File: src/rtl/instr_encoder.sv
// Packs symbolic WISC-SP13 instruction requests into 16-bit words and streams them out through a small FIFO.
// Optional build macro ENC_RANGE_CHECK_EN: reject requests whose immediate does not fit the destination field.
module instr_encoder #(
  parameter int unsigned DEPTH = 4,
  parameter int unsigned PTR_W = 2
) (
  input  logic               clk,
  input  logic               rst,
  input  logic               req_valid,
  output logic               req_ready,
  input  logic [4:0]         req_op,
  input  logic [1:0]         req_func,
  input  logic [2:0]         req_rs,
  input  logic [2:0]         req_rt,
  input  logic [2:0]         req_rd,
  input  logic [10:0]        req_imm,
  output logic               instr_valid,
  input  logic               instr_ready,
  output logic [15:0]        instr,
  output logic [PTR_W:0]     fill_cnt,
  output logic               err,
  output logic               err_sticky,
  output logic               halted
);

  localparam int unsigned CNT_W = PTR_W + 1;

  logic [15:0]      mem_q [DEPTH];
  logic [15:0]      mem_d [DEPTH];
  logic [PTR_W-1:0] wr_ptr_q, wr_ptr_d;
  logic [PTR_W-1:0] rd_ptr_q, rd_ptr_d;
  logic [CNT_W-1:0] fill_cnt_q, fill_cnt_d;
  logic             err_q, err_d;
  logic             err_sticky_q, err_sticky_d;
  logic             halted_q, halted_d;

  logic [15:0] word_c;
  logic        illegal_c;
  logic        reject_c;
  logic        accept_c;
  logic        push_c;
  logic        pop_c;

  // Opcode-driven field packing
  always_comb begin
    word_c    = 16'h0000;
    illegal_c = 1'b0;
    case (req_op)
      5'b00000, 5'b00001: word_c = {req_op, 11'h000};
      5'b00100, 5'b00110: word_c = {req_op, req_imm};
      5'b00010, 5'b00011: illegal_c = 1'b1;
      5'b01000, 5'b01001, 5'b01010, 5'b01011,
      5'b10100, 5'b10101, 5'b10110, 5'b10111,
      5'b10000, 5'b10001, 5'b10011:
        word_c = {req_op, req_rs, req_rd, req_imm[4:0]};
      5'b01100, 5'b01101, 5'b01110, 5'b01111,
      5'b11000, 5'b10010, 5'b00101, 5'b00111:
        word_c = {req_op, req_rs, req_imm[7:0]};
      5'b11011, 5'b11010:
        word_c = {req_op, req_rs, req_rt, req_rd, req_func};
      5'b11100, 5'b11101, 5'b11110, 5'b11111:
        word_c = {req_op, req_rs, req_rt, req_rd, 2'b00};
      5'b11001:
        word_c = {req_op, req_rs, 3'b000, req_rd, 2'b00};
      default: word_c = 16'h0000;
    endcase
  end

`ifdef ENC_RANGE_CHECK_EN
  logic range_bad_c;

  // Immediate must be representable in the field it is truncated into
  always_comb begin
    range_bad_c = 1'b0;
    case (req_op)
      5'b01000, 5'b01001, 5'b10000, 5'b10001, 5'b10011:
        range_bad_c = (req_imm[10:5] != {6{req_imm[4]}});
      5'b01010, 5'b01011, 5'b10100, 5'b10101, 5'b10110, 5'b10111:
        range_bad_c = |req_imm[10:5];
      5'b01100, 5'b01101, 5'b01110, 5'b01111, 5'b11000, 5'b00101, 5'b00111:
        range_bad_c = (req_imm[10:8] != {3{req_imm[7]}});
      5'b10010:
        range_bad_c = |req_imm[10:8];
      default: range_bad_c = 1'b0;
    endcase
  end

  assign reject_c = illegal_c | range_bad_c;
`else
  assign reject_c = illegal_c;
`endif

  assign req_ready   = (fill_cnt_q != CNT_W'(DEPTH)) && !halted_q;
  assign instr_valid = (fill_cnt_q != CNT_W'(0));
  assign instr       = mem_q[rd_ptr_q];
  assign fill_cnt    = fill_cnt_q;
  assign err         = err_q;
  assign err_sticky  = err_sticky_q;
  assign halted      = halted_q;

  assign accept_c = req_valid && req_ready;
  assign push_c   = accept_c && !reject_c;
  assign pop_c    = instr_valid && instr_ready;

  // Next-state for FIFO and status flags
  always_comb begin
    mem_d        = mem_q;
    wr_ptr_d     = wr_ptr_q;
    rd_ptr_d     = rd_ptr_q;
    fill_cnt_d   = fill_cnt_q;
    err_d        = accept_c && reject_c;
    err_sticky_d = err_sticky_q | (accept_c && reject_c);
    halted_d     = halted_q;
    if (push_c) begin
      mem_d[wr_ptr_q] = word_c;
      wr_ptr_d        = wr_ptr_q + PTR_W'(1);
      if (req_op == 5'b00000) halted_d = 1'b1;
    end
    if (pop_c) rd_ptr_d = rd_ptr_q + PTR_W'(1);
    if (push_c && !pop_c)      fill_cnt_d = fill_cnt_q + CNT_W'(1);
    else if (!push_c && pop_c) fill_cnt_d = fill_cnt_q - CNT_W'(1);
  end

  always_ff @(posedge clk or posedge rst) begin
    if (rst) begin
      for (int i = 0; i < int'(DEPTH); i++) mem_q[i] <= 16'h0000;
      wr_ptr_q     <= '0;
      rd_ptr_q     <= '0;
      fill_cnt_q   <= '0;
      err_q        <= 1'b0;
      err_sticky_q <= 1'b0;
      halted_q     <= 1'b0;
    end else begin
      mem_q        <= mem_d;
      wr_ptr_q     <= wr_ptr_d;
      rd_ptr_q     <= rd_ptr_d;
      fill_cnt_q   <= fill_cnt_d;
      err_q        <= err_d;
      err_sticky_q <= err_sticky_d;
      halted_q     <= halted_d;
    end
  end

endmodule
File: config.mk
export PLATFORM = sky130hd
export DESIGN_NAME = instr_encoder
export DESIGN_NICKNAME = d
export VERILOG_FILES = /design/src/rtl/instr_encoder.sv
export SDC_FILE = /design/constraint.sdc
export NUM_CORES = 1
export LEC_CHECK = 0
export BUFFER_PORTS_ARGS = -buffer_cell sky130_fd_sc_hd__buf_2
export CAP_MARGIN = 20
export CORE_ASPECT_RATIO = 1.75
export CORE_UTILIZATION = 61
export CTS_CLUSTER_SIZE = 24
export DETAILED_ROUTE_END_ITERATION = 16
export HOLD_SLACK_MARGIN = 0.15
export MAX_ROUTING_LAYER = met4
export PLACE_DENSITY = 0.85
export REMOVE_ABC_BUFFERS = 1
export SLEW_MARGIN = 5
export SYNTH_ARGS = -nofsm -noshare
export SYNTH_HDL_FRONTEND = slang
export SYNTH_SLANG_ARGS = --single-unit
File: constraint.sdc
create_clock -name clk -period 4.2 [get_ports clk]
set_clock_uncertainty 0.15 [all_clocks]
set_input_delay 0.42 -clock clk [delete_from_list [all_inputs] [get_ports clk]]
set_output_delay 0.42 -clock clk [all_outputs]
set_load 0.05 [all_outputs]
-- After elaboration in Yosys (flattened, before gate mapping)
Index checks and enable logic that the tools add are counted.
- register bits: 74
- input bits: 31
- logic and storage cells: 85
- add/subtract/negate cells: 4
- $lt $le $gt $ge: 3
- equal/unequal tests: 32
- multiplexer cells: 10
- bitwise operators: 3
- reduce and logical (&&, ||, !) cells: 23
- operators by type and width (kind ; count):
    $pmux 16 s7 ; 1
    $eq 5x5->1 const B ; 16
    $bwmux 64 ; 1
    $mux 16 ; 3
    $eq 5x4->1 const B ; 8
    $bmux 16 s2 ; 1
    $demux 16 s2 ; 1
    $eq 5x3->1 const B ; 4
    $reduce_or 11->1 ; 1
    $eq 5x2->1 const B ; 2
    $logic_and 1x1->1 ; 8
    $reduce_or 2->1 ; 4
    $reduce_or 8->1 ; 1
    $ge 3x3->1 const B ; 2
    $mux 3 ; 2
    $not 2->3 ; 2
    $eq 5x1->1 const B ; 1
    $logic_not 5->1 ; 1
    $add 2x1->2 const B ; 2
    $logic_not 1->1 ; 4
    $reduce_or 4->1 ; 1
    $add 3x1->3 const B ; 1
    $lt 3x1->1 const B ; 1
    $ne 3x3->1 const B ; 1
    other kinds (6) ; 6

-- Logic depth before layout (Yosys ltp)
Gate-level depths: netlist (run 1).
- depth after elaboration: 9
- depth in mapped cells: 10
- mapped depth without buffers: 8

-- Worst setup path after synthesis (run 1)
OpenSTA, ideal clock, no wires.
- kind: register to register
- start: reg fill_cnt_q[2] (netlist: fill_cnt[2])
- end: reg fill_cnt_q[1] (netlist: fill_cnt[1])
- library setup time: 0.125 ns
- data arrival time: 2.435 ns
- data required time: 3.925 ns
- path slack: 1.490 ns
- cell stages (with the launch flop): 8
- period minus slack after synthesis: 2.710 ns
- cell sequence: dfrtp_1 > or3b_2 > buf_2 > and3_4 > ha_1 > inv_1 > fa_1 > mux2_2
- elaborated cells between the ends (all ways): 12
- classes of those cells: 1 x eq/ne; 1 x mux; 10 x reduce/logical
- RTL lines (what ; line ; text):
    from (decl) ; 32 ; logic [CNT_W-1:0] fill_cnt_q, fill_cnt_d;
    from (signal assigned) ; 137 ; fill_cnt_q <= fill_cnt_d;
    $ne 3x3->1 ; 93 ; assign req_ready = (fill_cnt_q != CNT_W'(DEPTH)) && !halted_q;
    $logic_and 1x1->1 ; 93 ;
    $logic_and 1x1->1 ; 101 ; assign accept_c = req_valid && req_ready;
    $logic_and 1x1->1 ; 102 ; assign push_c = accept_c && !reject_c;
    net push_c ; 41 ; logic push_c;
    $logic_and 1x1->1 ; 120 ; if (push_c && !pop_c) fill_cnt_d = fill_cnt_q + CNT_W'(1);
    $mux 3 ; 120 ;
    net fill_cnt_d[1] ; 32 ;
The timed path passes the listed nets, and every way through them passes these cells.
A chain may end at the register's enable or synchronous reset.

-- Worst setup path in the final report (run 1)
- start: reg rd_ptr_q[0]
- end: out instr[3]
- word-level cells in the longest chain between the ends: 4
- RTL lines (what ; line ; text):
    from (decl) ; 31 ; logic [PTR_W-1:0] rd_ptr_q, rd_ptr_d;
    from (signal assigned) ; 136 ; rd_ptr_q <= rd_ptr_d;
    $not 2->3 (implied by the code) ; 95 ; assign instr = mem_q[rd_ptr_q];
    $bmux 16 s2 ; 95 ;
    $mux 16 (implied by the code) (2 in a row) ; 95 ;
    to (decl) ; 19 ; output logic [15:0] instr,
No other way between the ends. The select of a mux whose other input is x is not followed.

==> flow_metrics.py, run 1 <==
metrics = {
    "run_status": {
        "status": "finished clean",
    },
    "power": {
        "power_leakage_nw": 1.91,
        "power_per_cell_area_mw_per_mm2": 859,
        "power.ir.vdd_worst_v": 0.000528,
    },
    "timing": {
        "finalMaxSlewViolations": 0,
        "number_of_endpoints_with_negative_hold_slack_in_the_final_report": 0,
        "fin_crit_ns": 2.77,
        "totalNegativeSetupSlack_ns": 0,
        "fin_crit_sh": 0.658,
        "fmax_ghz": 0.362,
        "worst_slew_margin_rel": 0.377,
        "setup_repair_after_global_routing_missed_its_margin": "no",
        "finalSetupViolations": 0,
        "actual_slew_at_the_worst_max_slew_pin_ns": 0.933,
    },
    "place": {
        "instance_area_after_placement_mm2": 0.00393,
        "port_buffer_cells": 54,
        "dp_hpwl_um": 5350,
        "finalWeightedCongestion": 0.779,
    },
    "detailed_routing": {
        "vias": 2565,
        "drt_pass1_iterations": 4,
        "wl_um": 7760,
        "drt-vias-per-instance": 6.01,
        "drcViolationCount": 0,
        "drt_first_iter_violations": 96,
        "route.antenna.remaining_nets": 0,
        "drt-wirelength-per-cell_um": 18.2,
    },
    "cells_and_area": {
        "final_design_area_no_fill_mm2": 0.00413,
        "insertedDiodeCount": 0,
        "drive_above_1_share": 0.364,
        "finish.net_count": 382,
        "areaGrowthSynthToFinish_pct": 12.3,
        "layout_common_cells": "74 x sky130_fd_sc_hd__dfrtp_1, 54 x sky130_fd_sc_hd__buf_2, 44 x sky130_fd_sc_hd__nand2_1",
        "mostFrequentLayoutCell": "sky130_fd_sc_hd__dfrtp_1",
    },
    "die": {
        "floorplan.core_area_mm2": 0.00583,
        "fp.dieW_um": 60.7,
        "dieArea_mm2": 0.00635,
        "initial_utilization": 0.630,
        "rows": 37,
        "io_pins": 55,
        "dieHeight_um": 105,
    },
    "worst_setup_path": {
        "r2r-start": "fill_cnt[1]$_DFFE_PP0P_",
        "worst_setup_path_end_kind": "output pin",
        "critPathArrivalTime_ns": 2.20,
        "critical_path.max_fanout": 12,
        "setup.worst_path.start_class": "register",
        "worst_r2r_endpoint": "fill_cnt[1]$_DFFE_PP0P_",
        "setup.reg_to_reg.worst_slack_ns": 1.64,
        "worst-r2r-cell-count": 6,
        "cp.required_ns": 3.63,
        "timing.setup.critical_path_class": "register to output pin",
    },
    "synthesis": {
        "syn-cell-area_mm2": 0.00368,
        "postSynthRegisterBits": 74,
        "synth.distinct_cells": 43,
        "syn-instance-count": 298,
        "ys_async_sr_fraction": 1.00,
        "seq_area_frac_synth": 0.504,
        "top_reg_cell_synth": "sky130_fd_sc_hd__dfrtp_1",
        "synth_edf_count": 0,
        "synth_top_area_frac": 0.504,
        "synthesis_warnings": 0,
        "synth.avg_cell_area_um2": 12.3,
        "netlist_top_cells_area": "sky130_fd_sc_hd__dfrtp_1 50%, sky130_fd_sc_hd__mux4_2 9.8%, sky130_fd_sc_hd__mux2_2 7.7%",
        "yosys.area.top_type": "sky130_fd_sc_hd__dfrtp_1",
    },
    "grt": {
        "grt_max_degree": 45,
        "globalRouteTotalUtil": 0.289,
        "grt-ovfl-total": 0,
        "number_of_global_route_vias_before_repair": 2755,
        "grt_antenna_before_repair": 0,
        "grt_first_pass_wirelength_um": 12900,
    },
    "clock_network": {
        "h_tree_levels": 3,
        "clock_tree.buffer_depth": 2,
        "root_buffer": "sky130_fd_sc_hd__clkbuf_8",
        "clkTransAtPathRegs_ns": 0.07,
        "numCtsBuffers": 9,
        "clock-sinks": 74,
        "tritoncts_clock_tree": "built",
        "post_cts_resized": 0,
        "clock_latency_ns": 0.35,
    },
    "hold_path": {
        "min-delay-start": "instr_ready",
        "whs_endpoint": "rd_ptr_q[1]$_DFFE_PP0P_",
        "hold_class": "input port to register",
        "min_delay_path_depth": 3,
    },
    "flow_run": {
        "drv_cap": 0,
    },
}
[layer usage]
metal	share of wire	GRT usage	vias to the layer above	wire, um
met5	0	-	-	0
met4	0.045	0.170	0	352
met3	0.044	0.0532	27	338
met2	0.51	0.453	85	3960
met1	0.40	0.336	1279	3110
li1	-	-	1174	-
[cells by family (layout without fill, tap and decap cells)]
| family | after synthesis | in the layout | synth area share |
|---|---|---|---|
| compound gates | 58 | 58 | 0.0987 |
| xor+xnor | 7 | 7 | 0.0167 |
| fa+ha+maj | 6 | 6 | 0.0225 |
| buf+inv | 27 | 78 | 0.0425 |
| flops | 74 | 74 | 0.504 |
| mux | 42 | 42 | 0.179 |
| simple gates | 84 | 84 | 0.137 |
[critical path: stages (launching register included)]
cell and delay, ns:
sky130_fd_sc_hd__dfrtp_1 0.83, sky130_fd_sc_hd__buf_4 0.28, sky130_fd_sc_hd__mux4_2 0.51, sky130_fd_sc_hd__buf_2 0.23
[power by group]
part / switching [mW] / internal [mW]
clock network: 0.251 / 0.286
logic: 1.07 / 0.653
registers: 0.248 / 1.04
total: 1.57 / 1.98
[area by class of cell]
cell class | instances | area (um^2)
Tap cell | 78 | 97.6
Clock buffer | 12 | 145
Inverter | 4 | 15.0
Multi-Input combinational cell | 197 | 1670
Fill cell | 430 | 1700
Clock inverter | 3 | 40.0
Sequential cell | 74 | 1850
Timing Repair Buffer | 59 | 310
[synthesized netlist by cell type (all sizes together) (2+ instances only)]
cell type	count
a22o	3
dfrtp	74
nand3b	3
inv	4
mux2	26
buf	17
nand2	44
clkbuf	6
o21ai	40
nor2	4
or3	2
xor2	3
ha	5
nor2b	2
and3	4
nand4	7
or2	2
a22oi	5
mux4	16
nor4bb	3
xnor2	4
and3b	3
a21oi	3
or3b	2
a221oi	3
nand3	4
[stage by stage]
| stage | setup WS (ns) | power [mW] | hold slack, ns | instances | utilization |
|---|---|---|---|---|---|
| final | 1.43 | 3.55 | 0.205 | 427 | 0.708 |
| after global routing | 1.30 | 3.74 | 0.213 | 427 | 0.708 |
| after CTS | 1.40 | 3.56 | 0.199 | 427 | 0.708 |
| after detailed placement | 1.43 | 3.03 | 0.300 | 411 | 0.674 |
| after global placement | 1.47 | 2.96 | 0.297 | 411 | 0.674 |
| after floorplan | 1.39 | 2.62 | 0.295 | 275 | - |
[repair_timing]
item / in CTS / in global routing
buffers inserted: 0 / 0
hold buffers: 1 / 0
setup endpoints to repair: 0 / 0
hold endpoints to repair: 26 / 0
[worst max path at each step]
stage	from	end	slack (ns)
after floorplan	halted$_DFFE_PP0P_	fill_cnt[2]$_DFFE_PP0P_	1.39
final	rd_ptr_q[0]$_DFFE_PP0P_	instr[3]	1.43
after global routing	rd_ptr_q[0]$_DFFE_PP0P_	instr[6]	1.30
after global placement	req_op[2]	fill_cnt[1]$_DFFE_PP0P_	1.47
after CTS	rd_ptr_q[0]$_DFFE_PP0P_	instr[7]	1.40
after detailed placement	req_op[2]	fill_cnt[1]$_DFFE_PP0P_	1.43
[sequential cells by signal, indices dropped and copies added (netlist names)]
register / flops
wr_ptr_q: 2
fill_cnt: 3
err: 1
mem_q: 64
halted: 1
err_sticky: 1
rd_ptr_q: 2
Note: power is estimated with default switching activity, not from simulation.
==> run 2: changes to the inputs <==
--- a/config.mk
+++ b/config.mk
@@ -5,15 +5,16 @@
 export SDC_FILE = /design/constraint.sdc
 export NUM_CORES = 1
 export LEC_CHECK = 0
+export ABC_AREA = 1
 export BUFFER_PORTS_ARGS = -buffer_cell sky130_fd_sc_hd__buf_2
 export CAP_MARGIN = 20
 export CORE_ASPECT_RATIO = 1.75
-export CORE_UTILIZATION = 61
+export CORE_UTILIZATION = 57
 export CTS_CLUSTER_SIZE = 24
 export DETAILED_ROUTE_END_ITERATION = 16
 export HOLD_SLACK_MARGIN = 0.15
 export MAX_ROUTING_LAYER = met4
-export PLACE_DENSITY = 0.85
+export PLACE_DENSITY = 0.8
 export REMOVE_ABC_BUFFERS = 1
 export SLEW_MARGIN = 5
 export SYNTH_ARGS = -nofsm -noshare
==> constraint.sdc (replaced) <==
create_clock -name clk -period 2.9 [get_ports clk]
set_clock_uncertainty 0.15 [all_clocks]
set_input_delay 0.29 -clock clk [delete_from_list [all_inputs] [get_ports clk]]
set_output_delay 0.29 -clock clk [all_outputs]
set_load 0.05 [all_outputs]
==> flow_metrics.py, run 2 <==
metrics = {
    "worst_setup_path": {
        "critPathArrivalTime_ns": 1.97,
        "worst_setup_path_end_kind": "output pin",
        "critical_path.max_fanout": 17,
        "timing.setup.critical_path_class": "register to output pin",
        "cp.required_ns": 2.46,
        "setup.worst_path.start_class": "register",
    },
    "die": {
        "dieArea_mm2": 0.00686,
        "dieHeight_um": 109,
        "io_pins": 55,
        "rows": 38,
        "fp.dieW_um": 63.0,
        "floorplan.core_area_mm2": 0.00623,
        "initial_utilization": 0.597,
    },
    "grt": {
        "grt_max_degree": 34,
        "globalRouteTotalUtil": 0.320,
        "grt_antenna_before_repair": 0,
        "number_of_global_route_vias_before_repair": 3335,
        "grt-ovfl-total": 0,
        "grt_first_pass_wirelength_um": 15900,
    },
    "power": {
        "internal_power_contribution_mw": 2.79,
        "power_leakage_nw": 2.30,
        "power.ir.vdd_worst_v": 0.000867,
        "pwr-share-clk": 0.163,
        "power_per_cell_area_mw_per_mm2": 1280,
        "sequentialPowerShare": 0.323,
        "netSwitchingFraction": 0.489,
        "combinationalPowerShare": 0.514,
        "power.net_switching_mw": 2.67,
    },
    "timing": {
        "finalSetupViolations": 0,
        "number_of_endpoints_with_negative_hold_slack_in_the_final_report": 0,
        "fin_crit_sh": 0.829,
        "setup_repair_after_global_routing_missed_its_margin": "no",
        "worst_slew_margin_rel": 0.619,
        "actual_slew_at_the_worst_max_slew_pin_ns": 0.570,
        "fin_crit_ns": 2.41,
        "finalMaxSlewViolations": 0,
        "totalNegativeSetupSlack_ns": 0,
        "fmax_ghz": 0.416,
    },
    "detailed_routing": {
        "route.antenna.remaining_nets": 0,
        "drt_first_iter_violations": 265,
        "drt-vias-per-instance": 5.52,
        "drt_pass1_iterations": 5,
        "wl_um": 9570,
        "drcViolationCount": 0,
        "drt-wirelength-per-cell_um": 15.7,
        "vias": 3363,
    },
    "synthesis": {
        "post-synth-top-count-cell": "sky130_fd_sc_hd__nand2_1",
        "synth.distinct_cells": 30,
        "postSynthRegisterBits": 74,
        "ys_async_sr_fraction": 1.00,
        "yosys.area.top_type": "sky130_fd_sc_hd__dfrtp_1",
        "syn-instance-count": 469,
        "netlist_top_cells_area": "sky130_fd_sc_hd__dfrtp_1 50%, sky130_fd_sc_hd__nand2_1 20%, sky130_fd_sc_hd__o21ai_0 5.1%",
        "synthesis_warnings": 0,
        "syn-cell-area_mm2": 0.00372,
        "synth_top_area_frac": 0.498,
        "synth.avg_cell_area_um2": 7.93,
        "top_reg_cell_synth": "sky130_fd_sc_hd__dfrtp_1",
        "ys_top_cells_by_count": "200 x sky130_fd_sc_hd__nand2_1, 74 x sky130_fd_sc_hd__dfrtp_1, 46 x sky130_fd_sc_hd__nor2_1, 38 x sky130_fd_sc_hd__o21ai_0",
        "seq_area_frac_synth": 0.498,
        "synth_edf_count": 0,
    },
    "place": {
        "port_buffer_cells": 54,
        "finalWeightedCongestion": 0.845,
        "dp_hpwl_um": 6310,
        "instance_area_after_placement_mm2": 0.00399,
    },
    "clock_network": {
        "clkTransAtPathRegs_ns": 0.08,
        "root_buffer": "sky130_fd_sc_hd__clkbuf_8",
        "h_tree_levels": 3,
        "numCtsBuffers": 9,
        "clock-sinks": 74,
        "clock_tree.buffer_depth": 2,
        "tritoncts_clock_tree": "built",
        "clock_latency_ns": 0.35,
    },
    "cells_and_area": {
        "largest_register_ff_count": 64,
        "max_flop_register": "mem_q",
        "multiInputGateArea_mm2": 0.00163,
        "final_design_area_no_fill_mm2": 0.00426,
        "insertedDiodeCount": 0,
        "register_area_mm2": 0.00185,
        "finish.net_count": 562,
        "areaGrowthSynthToFinish_pct": 14.6,
        "drive_above_1_share": 0.172,
        "mostFrequentLayoutCell": "sky130_fd_sc_hd__nand2_1",
        "fillCellCount": 518,
        "layout_common_cells": "200 x sky130_fd_sc_hd__nand2_1, 74 x sky130_fd_sc_hd__dfrtp_1, 54 x sky130_fd_sc_hd__buf_2",
    },
    "hold_path": {
        "hold_class": "input port to register",
    },
    "run_status": {
        "status": "finished clean",
    },
    "flow_run": {
        "drv_cap": 0,
    },
}
## run 2: timing repair
action	CTS	global route
resized for setup	0	0
endpoints found under the setup margin	0	0
endpoints found under the hold margin	28	0
hold buffers	5	0
setup buffers	0	0
## run 2: area by class of cell
cell class	count	share of cell area
clock inverters	2	0.0141
well taps	80	0.0235
clock buffers	13	0.0373
multi-input cells	352	0.383
inverters	23	0.0214
repair buffers	65	0.0857
flip-flops and latches	74	0.435
## run 2: kinds of logic (layout without fill, tap and decap cells)
family / count (synthesis) / after routing / share of synthesized area
AND/OR/NAND/NOR: 263 / 263 / 0.287
AO/OA/AOI/OAI: 79 / 79 / 0.121
flip-flops: 74 / 74 / 0.498
buffers and inverters: 43 / 103 / 0.0623
adder cells (fa/ha/maj): 6 / 6 / 0.0222
XOR/XNOR: 4 / 4 / 0.00943
## run 2: critical path: stages (launching register included)
cell	delay, ns
sky130_fd_sc_hd__dfrtp_1	0.37
sky130_fd_sc_hd__inv_1	0.43
sky130_fd_sc_hd__buf_4	0.26
sky130_fd_sc_hd__o21ai_0	0.08
sky130_fd_sc_hd__o22ai_1	0.18
sky130_fd_sc_hd__buf_2	0.30
## run 2: power by group through the flow
stage	logic [mW]	clock network, mW	registers [mW]
2_1_floorplan	1.96	0	1.88
3_3_place_gp	2.74	0	1.75
3_5_place_dp	2.79	0	1.77
4_1_cts	2.81	0.901	1.76
5_1_grt	3.04	0.940	1.82
6_report	2.81	0.889	1.76
## run 2: metal layers
layer	global-route usage	routed length, um
met3	0.0617	679
met1	0.379	3870
met2	0.521	4720
met5	-	0
met4	0.158	289
## run 2: worst paths after layout
path                            slack, ns                    start  depth (start not counted)                 endpoint
min in group asynchronous            0.38                      rst                          3    mem_q[35]$_DFFE_PP0P_
worst max-delay path                 0.49  rd_ptr_q[0]$_DFFE_PP0P_                          5                instr[15]
worst min-delay path                 0.16                req_rs[2]                          5    mem_q[10]$_DFFE_PP0P_
worst min register to register       0.33    mem_q[23]$_DFFE_PP0P_                          2    mem_q[23]$_DFFE_PP0P_
worst max register to register       0.64  fill_cnt[0]$_DFFE_PP0P_                         11  fill_cnt[2]$_DFFE_PP0P_
max in group asynchronous            1.45                      rst                          4    mem_q[22]$_DFFE_PP0P_
## run 2: through the flow
step | power, mW | hold WS, ns | util | instances | worst slack (ns)
after floorplan | 3.83 | 0.294 | - | 449 | 0.162
after global placement | 4.49 | 0.199 | 0.641 | 589 | 0.715
after detailed placement | 4.57 | 0.206 | 0.641 | 589 | 0.661
after CTS | 5.47 | 0.153 | 0.684 | 609 | 0.494
after global routing | 5.80 | 0.183 | 0.684 | 609 | 0.400
final | 5.46 | 0.163 | 0.684 | 609 | 0.495
